File: src/rtl/mem_stage.sv
// MIPS memory-access stage: issues word loads/stores over a req/ack handshake,
// stalls upstream while an access is outstanding, and owns the MEM/WB register.
module mem_stage #(
  parameter int TIMEOUT = 64
) (
  input  logic        clk,
  input  logic        rst,
  input  logic        i_MEM_valid,
  input  logic        i_MEM_ctrl_MemRead,
  input  logic        i_MEM_ctrl_MemWrite,
  input  logic        i_MEM_ctrl_Mem2Reg,
  input  logic        i_MEM_ctrl_RegWrite,
  input  logic [31:0] i_MEM_data_RegAddrW,
  input  logic [31:0] i_MEM_data_ALUData,
  input  logic [31:0] i_MEM_data_StoreData,
  output logic        o_MEM_dmem_Req,
  output logic        o_MEM_dmem_We,
  output logic [31:0] o_MEM_dmem_Addr,
  output logic [31:0] o_MEM_dmem_WData,
  input  logic        i_MEM_dmem_Ack,
  input  logic [31:0] i_MEM_dmem_RData,
  output logic        o_MEM_stall,
  output logic        o_MEM_ctrl_Mem2Reg,
  output logic        o_MEM_ctrl_RegWrite,
  output logic [31:0] o_MEM_data_RegAddrW,
  output logic [31:0] o_MEM_data_MemData,
  output logic [31:0] o_MEM_data_ALUData,
  output logic        o_MEM_exc_Misalign,
  output logic        o_MEM_exc_Timeout,
  output logic        o_MEM_dbg_wait
);

  localparam int CW = $clog2(TIMEOUT + 1);

  typedef enum logic {S_IDLE = 1'b0, S_WAIT = 1'b1} state_t;

  // Handshake: Req stays high with stable We/Addr/WData until the cycle
  // in which Ack is seen (transfer) or the access is aborted on timeout.
  state_t        r_state;
  state_t        w_state_nxt;
  logic [CW-1:0] r_cnt;

  logic w_memop;
  logic w_misalign;
  logic w_access;
  logic w_abort;
  logic w_stall;

  logic        r_mem2reg;
  logic        r_regwrite;
  logic [31:0] r_regaddrw;
  logic [31:0] r_memdata;
  logic [31:0] r_aludata;
  logic        r_exc_misalign;
  logic        r_exc_timeout;

  assign w_memop    = i_MEM_valid & (i_MEM_ctrl_MemRead | i_MEM_ctrl_MemWrite);
  assign w_misalign = w_memop & (i_MEM_data_ALUData[1:0] != 2'b00);
  assign w_access   = w_memop & ~w_misalign;
  // The first WAIT cycle sees cnt = 0, so Req is held for TIMEOUT+1 cycles before the abort cycle.
  assign w_abort    = (r_state == S_WAIT) & (r_cnt == CW'(TIMEOUT)) & ~i_MEM_dmem_Ack;
  assign w_stall    = w_access & ~i_MEM_dmem_Ack & ~w_abort;

  assign o_MEM_dmem_Req   = w_access & ~w_abort;
  assign o_MEM_dmem_We    = i_MEM_ctrl_MemWrite;
  assign o_MEM_dmem_Addr  = i_MEM_data_ALUData;
  assign o_MEM_dmem_WData = i_MEM_data_StoreData;
  assign o_MEM_stall      = w_stall;
  assign o_MEM_dbg_wait   = (r_state == S_WAIT);

  always_comb begin
    w_state_nxt = r_state;
    case (r_state)
      S_IDLE:  if (w_access & ~i_MEM_dmem_Ack) w_state_nxt = S_WAIT;
      S_WAIT:  if (i_MEM_dmem_Ack | w_abort)   w_state_nxt = S_IDLE;
      default: w_state_nxt = S_IDLE;
    endcase
  end

  always_ff @(posedge clk or posedge rst) begin
    if (rst) begin
      r_state <= S_IDLE;
      r_cnt   <= '0;
    end else begin
      r_state <= w_state_nxt;
      if ((r_state == S_WAIT) && (w_state_nxt == S_WAIT)) r_cnt <= r_cnt + CW'(1);
      else                                                 r_cnt <= '0;
    end
  end

  // A stalled cycle inserts a bubble into MEM/WB; data fields keep their last value.
  always_ff @(posedge clk or posedge rst) begin
    if (rst) begin
      r_mem2reg      <= 1'b0;
      r_regwrite     <= 1'b0;
      r_regaddrw     <= '0;
      r_memdata      <= '0;
      r_aludata      <= '0;
      r_exc_misalign <= 1'b0;
      r_exc_timeout  <= 1'b0;
    end else if (w_stall) begin
      r_regwrite     <= 1'b0;
      r_exc_misalign <= 1'b0;
      r_exc_timeout  <= 1'b0;
    end else begin
      r_mem2reg      <= i_MEM_ctrl_Mem2Reg;
      r_regwrite     <= i_MEM_valid & i_MEM_ctrl_RegWrite & ~w_misalign & ~w_abort;
      r_regaddrw     <= i_MEM_data_RegAddrW;
      r_memdata      <= (w_access & i_MEM_ctrl_MemRead & i_MEM_dmem_Ack) ? i_MEM_dmem_RData : 32'h0;
      r_aludata      <= i_MEM_data_ALUData;
      r_exc_misalign <= w_misalign;
      r_exc_timeout  <= w_abort;
    end
  end

  assign o_MEM_ctrl_Mem2Reg  = r_mem2reg;
  assign o_MEM_ctrl_RegWrite = r_regwrite;
  assign o_MEM_data_RegAddrW = r_regaddrw;
  assign o_MEM_data_MemData  = r_memdata;
  assign o_MEM_data_ALUData  = r_aludata;
  assign o_MEM_exc_Misalign  = r_exc_misalign;
  assign o_MEM_exc_Timeout   = r_exc_timeout;

endmodule

File: config.mk
export PLATFORM = sky130hd
export DESIGN_NAME = mem_stage
export DESIGN_NICKNAME = d
export VERILOG_FILES = /design/src/rtl/mem_stage.sv
export SDC_FILE = /design/constraint.sdc
export NUM_CORES = 1
export LEC_CHECK = 0
export CAP_MARGIN = 15
export CORE_ASPECT_RATIO = 0.7
export CORE_MARGIN = 1.5
export CORE_UTILIZATION = 36
export CTS_CLUSTER_DIAMETER = 30
export CTS_CLUSTER_SIZE = 14
export DETAILED_ROUTE_END_ITERATION = 10
export PLACE_DENSITY = 0.93
export REMOVE_ABC_BUFFERS = 1
export SLEW_MARGIN = 20
export SYNTH_ARGS = -nofsm -noshare
export SYNTH_HDL_FRONTEND = slang
export SYNTH_SLANG_ARGS = --single-unit
File: constraint.sdc
create_clock -name clk -period 4.7 [get_ports clk]
set_input_delay 1.175 -clock clk [delete_from_list [all_inputs] [get_ports clk]]
set_output_delay 1.175 -clock clk [all_outputs]
set_load 0.01 [all_outputs]
Yosys cells after proc, flatten, opt, wreduce, memory -nomap -nowiden. Cells that the tools add are included.

Memories: 0. Bits in latches: 0. Bits in writable memories: 0. Bits in read-only memories: 0. Bits of input ports: 136. Register bits after elaboration: 108.

Mux-type cells: 8. Eq/ne operators: 1. Shift operators: 0. Div/mod/pow operators: 0. Reduce and logical (&&, ||, !) cells: 2. Add/subtract/negate cells: 1. Multipliers: 0. $lt $le $gt $ge: 0. Bitwise logic cells: 19.

Operators with widths (number): $mux W32 (1); $and A1 B1 Y1 (13); $add A7 B1 Y7 const B (1); $eq A7 B7 Y1 const B (1); $mux W7 (1); $mux W1 (5); $not A1 Y1 (4); $or A1 B1 Y1 (2); $pmux W1 S2 (1); $reduce_bool A2 Y1 (1); $logic_and A1 B1 Y1 (1).

Logic depth before layout (Yosys ltp).
Word-level depth: 10. Depth in mapped cells: 8. Depth with buffers taken out: 6.

Worst setup path after synthesis. No wires, ideal clock.

Kind: input to output. From: input port i_MEM_data_ALUData[1]. To: output port o_MEM_stall. Stages on the path: 4. Setup slack: 1.429 ns. Required time: 3.525 ns. Path buffers: 1. Arrival time: 2.096 ns. Path through: nor3b_2 > o21ai_1 > nor3_4 > buf_2.

Cells in the longest elaborated chain, start to end: 6.

Ends and longest elaborated chain: start, declared (line 14) `input logic [31:0] i_MEM_data_ALUData,`; $reduce_bool A2 Y1 (line 58) `assign w_misalign = w_memop & (i_MEM_data_ALUData[1:0] != 2'b00);`; $and A1 B1 Y1 (line 58); $not A1 Y1 (line 59) `assign w_access = w_memop & ~w_misalign;`; $and A1 B1 Y1 (line 59); $and A1 B1 Y1 (2 in series) (line 62) `assign w_stall = w_access & ~i_MEM_dmem_Ack & ~w_abort;`; end, declared (line 22) `output logic o_MEM_stall,`.

Every way passes these cells.

Worst setup path after layout. Same ends and word-level chain as after synthesis.

==> run summary <==
Setup crit end = o_MEM_stall
Setup crit start = i_MEM_data_ALUData[1]
hold crit path type = reg -> reg
pwr dens = 299 mW/mm^2
cts bufs inserted = 9
Root Buffer = clkbuf_16
Hold Fails Final Rpt = 0
initial antenna violation count = 1
largest net degree at the start of global routing = 81
WHS = 0.481 ns
Max Clock Skew = 0.00826 ns
worst reg2reg path startpoint = r_cnt[0]$_DFF_PP0_
DRC Markers = 0
Max Root-Sink Buffers = 2
r2r setup slk = 1.97 ns
Worst setup EP type = primary output
hpwl dp = 8.89 mm
worst r2r path cells = 8
GP Congestion = 0.819
Tcrit/Tclk final = 84.4%
die area = 0.0135 sq mm
# H-tree levels = 3
min Tclk post-route = 3.97 ns
CTS tree = done
area growth from synthesis to layout = 50.8%
core area = 0.0124 sq mm
vias per cell = 4.77
layout cells sized above 1 = 16.7%
WP data required = 3.52 ns
DRT antenna net count = 0
Gate Count Post-Synth = 325
Pre-Repair DR Iteration Count = 4
vias in the first global route = 3418
# clock sinks = 108
Pleak = 2.86 nW
DP Area = 0.00661 sq mm
Final nets = 636
Final Max Tran Viols = 0
clk slew on worst S/H paths = 0.07 ns
Rel. slew slack = 54.0%
Die H = 97.6 um
CTS hold repair buffers = 0
outcome = completed
Yosys cell types = 29
unrepaired setup endpoints after global routing = no
Post-CTS Setup Bufs = 0
max-capacitance violation count = 0
first-pass GRT wire length = 18.2 mm
worst-path fanout max = 4
Total GRT Usage = 17.4%
DR WL met3 = 1.60 mm
Seq/Total Area, Yosys = 58.7%
crit path DAT = 2.79 ns
Design Area, Final = 0.00694 sq mm
Post-Route M1 WL = 4.81 mm
Yosys Warn Count = 0
mapped cell area = 0.00460 sq mm
Initial Util = 37.0%
Routed Wire Length = 11.7 mm
I/O Buffers = 239
Overall Power = 2.07 mW
Mapped Avg Cell Area = 14.2 sq um
I/O pin count = 304
register bit total from synthesis = 108
row count = 34
wire per inst = 17.5 um
Initial DRC Count = 77
highest metal used = met4
Peak VDD IR = 0.162 mV
Setup crit start kind = input port
Least-Margin Pin Slew = 0.690 ns
GRT overflow = 0
Worst Setup Path Type = in -> out
CTS resizes = 0
Die Width = 138 um
setup violation total in the final timing report = 0
via count = 3176
min-delay src = o_MEM_data_ALUData[1]$_DFFE_PP0N_
Critical R2R Capture = o_MEM_data_ALUData[2]$_DFFE_PP0N_
Clock Latency Late Sink = 0.34 ns
fmax = 0.252 GHz
DR WL met2 = 5.18 mm
[layer usage]
metal,track usage [%],up-vias
li1,-,1422
met1,20.9,1548
met2,25.7,197
met3,11.4,9
met4,4.05,0
met5,1.88,-
[synthesized netlist by cell type, drive strengths merged]
| library cell | number | area share (%) |
|---|---|---|
| dfrtp | 108 | 59 |
| buf | 75 | 13 |
| mux2 | 63 | 15 |
| a22o | 32 | 6.1 |
| nor2 | 9 | 0.73 |
| clkbuf | 5 | 0.41 |
| inv | 5 | 0.41 |
| nand3 | 3 | 0.33 |
| xor2 | 3 | 0.57 |
| a21o | 2 | 0.33 |
| and3 | 2 | 0.27 |
| ha | 2 | 0.54 |
| nand2 | 2 | 0.16 |
| nor3 | 2 | 0.46 |
| nor4 | 2 | 0.60 |
| xnor2 | 2 | 0.38 |
| a211oi | 1 | 0.16 |
| a21oi | 1 | 0.11 |
| nand4b | 1 | 0.52 |
| nor3b | 1 | 0.27 |
| o21ai | 1 | 0.11 |
| o221a | 1 | 0.24 |
| or3 | 1 | 0.14 |
| or4 | 1 | 0.16 |
[final cells by class]
type / instances / area (sq um)
Fill cell: 1006 / 5490
Sequential cell: 108 / 2700
Timing Repair Buffer: 242 / 2410
Multi-Input combinational cell: 132 / 1270
Clock buffer: 11 / 253
Tap cell: 162 / 203
Clock inverter: 5 / 66.3
Inverter: 5 / 23.8
Antenna cell: 1 / 2.50
[power breakdown]
group	total [mW]	switching, mW	leakage (nW)	internal (mW)
Combinational	0.304	0.107	1.35	0.197
Clock	0.781	0.333	0.154	0.449
Sequential	0.989	0.0206	1.35	0.968
[state kept, by name, indices dropped and copies added, names as in the netlist, 7 cells and up]
name / flops
o_MEM_data_MemData: 32
o_MEM_data_ALUData: 32
r_cnt: 7
o_MEM_data_RegAddrW: 32
[critical path, cell delays in order]
cell	delay, ns
clkdlybuf4s50_1	0.48
nor3b_2	0.22
o21ai_1	0.17
nor3_4	0.15
clkdlybuf4s50_1	0.60
[kinds of logic (layout without fill, tap and decap cells)]
group,after synthesis,in the layout,share of synthesized area (%)
multiplexers,63,63,15.4
AO/OA/AOI/OAI,38,38,7.04
XOR/XNOR,5,5,0.952
AND/OR/NAND/NOR,24,24,3.64
adder cells (fa/ha/maj),2,2,0.544
buffers and inverters,85,263,13.7
flip-flops,108,108,58.7
other,0,1,0
[per-stage QoR]
stage                     std cells  utilization [%]  setup WS, ns  TNS, ns
after floorplan                 245                -        -0.112   -0.112
after global placement          649             53.2         0.761        0
after detailed placement        649             53.2         0.741        0
after CTS                       665             55.8         0.741        0
after global routing            666             55.8         0.635        0
final                           666             55.8         0.733        0
[worst min path at each step]
stage | endpoint | cells past startpoint
floorplan | r_cnt[0]$_DFF_PP0_ | 1
global placement | o_MEM_data_ALUData[1]$_DFFE_PP0N_ | 1
detailed placement | o_MEM_data_ALUData[1]$_DFFE_PP0N_ | 1
CTS | o_MEM_data_ALUData[1]$_DFFE_PP0N_ | 1
global route | o_MEM_data_ALUData[1]$_DFFE_PP0N_ | 1
finish | o_MEM_data_ALUData[1]$_DFFE_PP0N_ | 1
[layout by cell type, fill, tap and decap left out, drive strengths merged]
| cell | synthesis | final |
|---|---|---|
| dfrtp | 108 | 108 |
| inv | 5 | 7 |
| nor3 | 2 | 2 |
| bufinv | 0 | 1 |
| a22o | 32 | 32 |
| mux2 | 63 | 63 |
| a21oi | 1 | 1 |
| nand2 | 2 | 2 |
| clkinv | 0 | 1 |
| nand3 | 3 | 3 |
| o221a | 1 | 1 |
| nor2 | 9 | 9 |
| buf | 75 | 3 |
| xor2 | 3 | 3 |
| o21ai | 1 | 1 |
| a21o | 2 | 2 |
| nand4b | 1 | 1 |
| ha | 2 | 2 |
| a211oi | 1 | 1 |
| or3 | 1 | 1 |
| clkbuf | 5 | 11 |
| and3 | 2 | 2 |
| diode | 0 | 1 |
| xnor2 | 2 | 2 |
| nor4 | 2 | 2 |
| nor3b | 1 | 1 |
| or4 | 1 | 1 |
| clkinvlp | 0 | 1 |
| clkdlybuf4s50 | 0 | 239 |
Power figures use the tool's default switching activity.
